`src/rtl/mem_port_arbiter.sv`:
```
// Two-port valid/ready arbiter in front of a single data-memory port.
// The winning request is latched so the memory sees stable fields and a clean rising valid edge.
module mem_port_arbiter #(
    parameter int ADDR_W    = 18,
    parameter int PRIO_MODE = 0
) (
    input  logic              i_clk,
    input  logic              i_rst_n,
    input  logic              i_P0_VALID,
    output logic              o_P0_READY,
    input  logic [ADDR_W-1:0] i_P0_ADDR,
    input  logic [31:0]       i_P0_WDATA,
    input  logic [3:0]        i_P0_BMASK,
    input  logic              i_P0_WREN,
    output logic [31:0]       o_P0_RDATA,
    input  logic              i_P1_VALID,
    output logic              o_P1_READY,
    input  logic [ADDR_W-1:0] i_P1_ADDR,
    input  logic [31:0]       i_P1_WDATA,
    input  logic [3:0]        i_P1_BMASK,
    input  logic              i_P1_WREN,
    output logic [31:0]       o_P1_RDATA,
    output logic              o_M_VALID,
    input  logic              i_M_READY,
    output logic [ADDR_W-1:0] o_M_ADDR,
    output logic [31:0]       o_M_WDATA,
    output logic [3:0]        o_M_BMASK,
    output logic              o_M_WREN,
    input  logic [31:0]       i_M_RDATA,
    output logic [1:0]        o_GRANT
);
    typedef enum logic [1:0] {IDLE, BUSY, RESP} state_t;

    state_t            state_q, state_d;
    logic              lastGrant_q, lastGrant_d;
    logic [1:0]        grant_q, grant_d;
    logic              mValid_q, mValid_d;
    logic [ADDR_W-1:0] mAddr_q, mAddr_d;
    logic [31:0]       mWdata_q, mWdata_d;
    logic [3:0]        mBmask_q, mBmask_d;
    logic              mWren_q, mWren_d;
    logic              p0Ready_q, p0Ready_d;
    logic              p1Ready_q, p1Ready_d;
    logic [31:0]       p0Rdata_q, p0Rdata_d;
    logic [31:0]       p1Rdata_q, p1Rdata_d;
    logic              pick1;

    // lastGrant_q holds the most recently served port; on a tie the other one wins.
    always_comb begin
        if (PRIO_MODE == 1) begin
            pick1 = !i_P0_VALID;
        end else if (i_P0_VALID && i_P1_VALID) begin
            pick1 = !lastGrant_q;
        end else begin
            pick1 = !i_P0_VALID;
        end
    end

    always_comb begin
        state_d     = state_q;
        lastGrant_d = lastGrant_q;
        grant_d     = grant_q;
        mValid_d    = mValid_q;
        mAddr_d     = mAddr_q;
        mWdata_d    = mWdata_q;
        mBmask_d    = mBmask_q;
        mWren_d     = mWren_q;
        p0Ready_d   = 1'b0;
        p1Ready_d   = 1'b0;
        p0Rdata_d   = p0Rdata_q;
        p1Rdata_d   = p1Rdata_q;

        case (state_q)
            IDLE: begin
                if (i_P0_VALID || i_P1_VALID) begin
                    mAddr_d     = pick1 ? i_P1_ADDR  : i_P0_ADDR;
                    mWdata_d    = pick1 ? i_P1_WDATA : i_P0_WDATA;
                    mBmask_d    = pick1 ? i_P1_BMASK : i_P0_BMASK;
                    mWren_d     = pick1 ? i_P1_WREN  : i_P0_WREN;
                    grant_d     = pick1 ? 2'b10 : 2'b01;
                    lastGrant_d = pick1;
                    mValid_d    = 1'b1;
                    state_d     = BUSY;
                end
            end
            BUSY: begin
                if (i_M_READY) begin
                    if (!mWren_q && grant_q[0]) p0Rdata_d = i_M_RDATA;
                    if (!mWren_q && grant_q[1]) p1Rdata_d = i_M_RDATA;
                    p0Ready_d = grant_q[0];
                    p1Ready_d = grant_q[1];
                    mValid_d  = 1'b0;
                    state_d   = RESP;
                end
            end
            RESP: begin
                // The owner's valid may still be high here; it belongs to the finished handshake.
                grant_d = 2'b00;
                state_d = IDLE;
            end
            default: begin
                state_d = IDLE;
            end
        endcase
    end

    always_ff @(posedge i_clk) begin
        if (!i_rst_n) begin
            state_q     <= IDLE;
            lastGrant_q <= 1'b1;
            grant_q     <= 2'b00;
            mValid_q    <= 1'b0;
            mAddr_q     <= '0;
            mWdata_q    <= '0;
            mBmask_q    <= '0;
            mWren_q     <= 1'b0;
            p0Ready_q   <= 1'b0;
            p1Ready_q   <= 1'b0;
            p0Rdata_q   <= '0;
            p1Rdata_q   <= '0;
        end else begin
            state_q     <= state_d;
            lastGrant_q <= lastGrant_d;
            grant_q     <= grant_d;
            mValid_q    <= mValid_d;
            mAddr_q     <= mAddr_d;
            mWdata_q    <= mWdata_d;
            mBmask_q    <= mBmask_d;
            mWren_q     <= mWren_d;
            p0Ready_q   <= p0Ready_d;
            p1Ready_q   <= p1Ready_d;
            p0Rdata_q   <= p0Rdata_d;
            p1Rdata_q   <= p1Rdata_d;
        end
    end

    assign o_M_VALID  = mValid_q;
    assign o_M_ADDR   = mAddr_q;
    assign o_M_WDATA  = mWdata_q;
    assign o_M_BMASK  = mBmask_q;
    assign o_M_WREN   = mWren_q;
    assign o_GRANT    = grant_q;
    assign o_P0_READY = p0Ready_q;
    assign o_P1_READY = p1Ready_q;
    assign o_P0_RDATA = p0Rdata_q;
    assign o_P1_RDATA = p1Rdata_q;

endmodule

```
`config.mk`:
```
export PLATFORM = sky130hd
export DESIGN_NAME = mem_port_arbiter
export DESIGN_NICKNAME = d
export VERILOG_FILES = /design/src/rtl/mem_port_arbiter.sv
export SDC_FILE = /design/constraint.sdc
export NUM_CORES = 1
export LEC_CHECK = 0
export BUFFER_PORTS_ARGS = -buffer_cell sky130_fd_sc_hd__buf_2
export CAP_MARGIN = 0
export CORE_MARGIN = 2
export CORE_UTILIZATION = 49
export CTS_CLUSTER_DIAMETER = 150
export CTS_CLUSTER_SIZE = 40
export DETAILED_ROUTE_END_ITERATION = 8
export HOLD_SLACK_MARGIN = 0.03
export PLACE_DENSITY_LB_ADDON = 0.3
export SLEW_MARGIN = 20
export SYNTH_ARGS = -nofsm -noshare
export SYNTH_HDL_FRONTEND = slang
export SYNTH_SLANG_ARGS = --single-unit
```
`constraint.sdc`:
```
create_clock -name i_clk -period 2.7 [get_ports i_clk]
set_input_delay 0 -clock i_clk [delete_from_list [all_inputs] [get_ports i_clk]]
set_output_delay 0 -clock i_clk [all_outputs]
set_load 0.02 [all_outputs]
```
==> flow_summary.yaml <==
clock_tree:
  cts_resized: 0
  htree_levels: 4
  cts_tree: "built"
  cts_buffers: 17
  cts_root_buf: "clkbuf_8"
  clk_latency_ns: 0.52
  path_clk_slew_ns: 0.06
  cts_num_sinks: 127
  cts_buffer_depth: 2
sta:
  fin_worst_skew_ns: 0.0108
  fin_setup_tns_ns: 0
  rsz0062_at_grt: "no"
  relSlewSlack_pct: 30.2
  fin_crit_sh_pct: 94.2
  final_max_slew_viol_count: 0
  clock.fmax_ghz: 0.393
  fin_crit_ns: 2.54
  setup_viol: 0
  worst_pin_slew_ns: 1.05
  finalHoldViolCount: 0
  fin_ws_ns: 0.158
grt:
  gr-max-usage-layer: "met2"
  grt_overflow: 0
  use_met3_pct: 8.86
  grt_pass1_wl_mm: 32.4
  antenna_found_initial: 0
  grt_max_degree: 113
  grt_pass1_vias: 6701
  use_met2_pct: 60.0
  grt_usage_pct: 35.0
  grtUsageMet1_pct: 39.4
route:
  drc: 0
  vias: 7008
  ant_nets: 0
  dr.pass1.iters: 6
  drt_iter0_drc: 759
  viasPerCell: 5.98
  finalWirelength_mm: 21.3
  wl_per_cell_um: 18.2
placement:
  numPortBuffers: 270
  dp_hpwl_mm: 11.3
  routabilityCongestion: 0.835
  pre_cts_slack_ns: 0.859
power:
  ir_drop_uv: 417
  p_per_area_nw_per_um2: 614
  leakage_nw: 3.76
setup_path:
  worstPathRequired_ns: 3.16
  arrival_ns: 3.00
  cp_max_fo: 57
  critical_path_class: "reg -> reg"
  start_kind: "register"
  cp-end-kind: "register"
  reg2reg_setup_slack_ns: 0.16
  reg2regPathDepth: 4
  timing.rr.end: "o_M_WDATA[23]$_SDFFE_PN0P_"
  r2r-start: "state_q[0]$_SDFFE_PN0P_"
logic_synthesis:
  ys_ff_latch: 127
  synth_top_area_share_pct: 47.8
  syn-cell-area_um2: 5310
  synth.distinct_cells: 24
  synth-async-reset-ratio_pct: 0
  synth_edf_count: 0
  ys_warn_count: 0
  synth_flop_cell: "dfxtp_1"
  synth_top_area_cell: "dfxtp_1"
  syn-num-nets: 798
  yosysSeqAreaShare_pct: 47.8
  avgSynthCellArea_um2: 8.16
  netlist_instances: 651
  synthTopCellsByArea: "dfxtp_1, nand3_1, o21ai_0"
hold_path:
  hp-class: "in -> reg"
  min-delay-start: "i_M_RDATA[4]"
  holdPathStages: 4
  hold_end: "o_P0_RDATA[4]$_SDFFE_PN0P_"
cells_and_area:
  layout_commonest_cell: "buf_2"
  n_fill_cell: 655
  nets: 1166
  drive_gt1_share_pct: 30.8
  final_cell_mix: "buf_2, dlygate4sd3_1, dfxtp_1"
  insertedDiodeCount: 0
  syn_to_final_growth_pct: 62.7
die:
  fp-row-count: 38
  die_w_um: 108
  die_area_um2: 11700
  coreArea_um2: 10700
  io_pins: 271
  die_h_um: 108
  start_util_pct: 49.7
status:
  run_status: "finished, final reports clean"
flow_run:
  max_cap_violations: 0
[how the worst max path moves through the flow]
stage	cells after the start	to	from	slack, ns
after global placement	3	o_M_ADDR[2]$_SDFFE_PN0P_	state_q[0]$_SDFFE_PN0P_	0.89
after CTS	4	o_M_WDATA[27]$_SDFFE_PN0P_	state_q[0]$_SDFFE_PN0P_	0.28
final	4	o_M_WDATA[23]$_SDFFE_PN0P_	state_q[0]$_SDFFE_PN0P_	0.16
after floorplan	5	o_P0_RDATA[10]$_SDFFE_PN0P_	o_GRANT[0]$_SDFFE_PN0P_	1.40
after global routing	4	o_M_WDATA[23]$_SDFFE_PN0P_	state_q[1]$_SDFFE_PN0P_	0.04
after detailed placement	3	o_M_WDATA[27]$_SDFFE_PN0P_	state_q[1]$_SDFFE_PN0P_	0.86
[area by class of cell]
class / instances / area, um2 / share of cell area [%]
Timing Repair Buffer: 432 / 2960 / 34.2
Sequential cell: 127 / 2540 / 29.4
Multi-Input combinational cell: 438 / 2390 / 27.6
Clock buffer: 21 / 429 / 4.96
Tap cell: 140 / 175 / 2.03
Clock inverter: 11 / 141 / 1.64
Inverter: 3 / 12.5 / 0.145
[cell families (layout without fill, tap and decap cells)]
group,Yosys count,count (layout),synth area share [%]
buffers and inverters,86,467,7.84
DFF,127,127,47.8
AOI/OAI and AO/OA,247,247,24.7
and+or+nand+nor,191,191,19.6
[sequential cells by signal, indices dropped and copies added (netlist names)]
signal	count
o_GRANT	2
o_M_VALID	1
o_P1_RDATA	32
o_P1_READY	1
o_P0_READY	1
o_M_WREN	1
o_M_WDATA	32
o_P0_RDATA	32
state_q	2
o_M_BMASK	4
o_M_ADDR	18
lastGrant_q	1
[per-stage QoR]
stage          cells  power (W)  util [%]  hold slack (ns)  area (um2)
3_3_place_gp     990    0.00283      61.4            0.229        6570
4_1_cts         1172    0.00526      80.8            0.282        8640
5_1_grt         1172    0.00548      80.8            0.298        8640
2_1_floorplan    651    0.00257         -           0.0718        5310
6_report        1172    0.00531      80.8            0.306        8640
3_5_place_dp     990    0.00285      61.4            0.228        6570
[repair_timing]
action                                 4_1_cts  5_1_grt
setup buffers                                0        0
hold buffers                               150        0
endpoints found under the hold margin      127        0
[critical path, cell delays in order (launching register included)]
cell,delay [ns]
dfxtp_1,0.47
or2_2,0.86
o21ai_0,0.27
a31oi_1,0.27
dlygate4sd3_1,0.60
[cells in the mapped netlist, drive strengths merged, types with 2 or more instances]
master and number:
a21boi 2, nand3 121, a21oi 66, o21ai 122, clkbuf 34, and2 2, nand4 55, nor2 5
nor2b 2, buf 49, a31oi 55, o21a 2, dfxtp 127, inv 3
[routing by layer]
layer / share of wire (%) / wire length, um / vias up
li1: - / - / 3174
met1: 37 / 7790 / 3238
met2: 49 / 10500 / 507
met3: 9.6 / 2040 / 89
met4: 4.6 / 976 / 0
met5: 0 / 0 / -
[report_power, final]
part | total, W | leakage [nW] | internal [W] | switching (W)
Combinational | 0.00105 | 2.45 | 0.000440 | 0.000606
Clock | 0.00223 | 0.272 | 0.00140 | 0.000830
Sequential | 0.00203 | 1.03 | 0.00197 | 0.0000583
No activity file was read; power rests on OpenSTA's default activity.
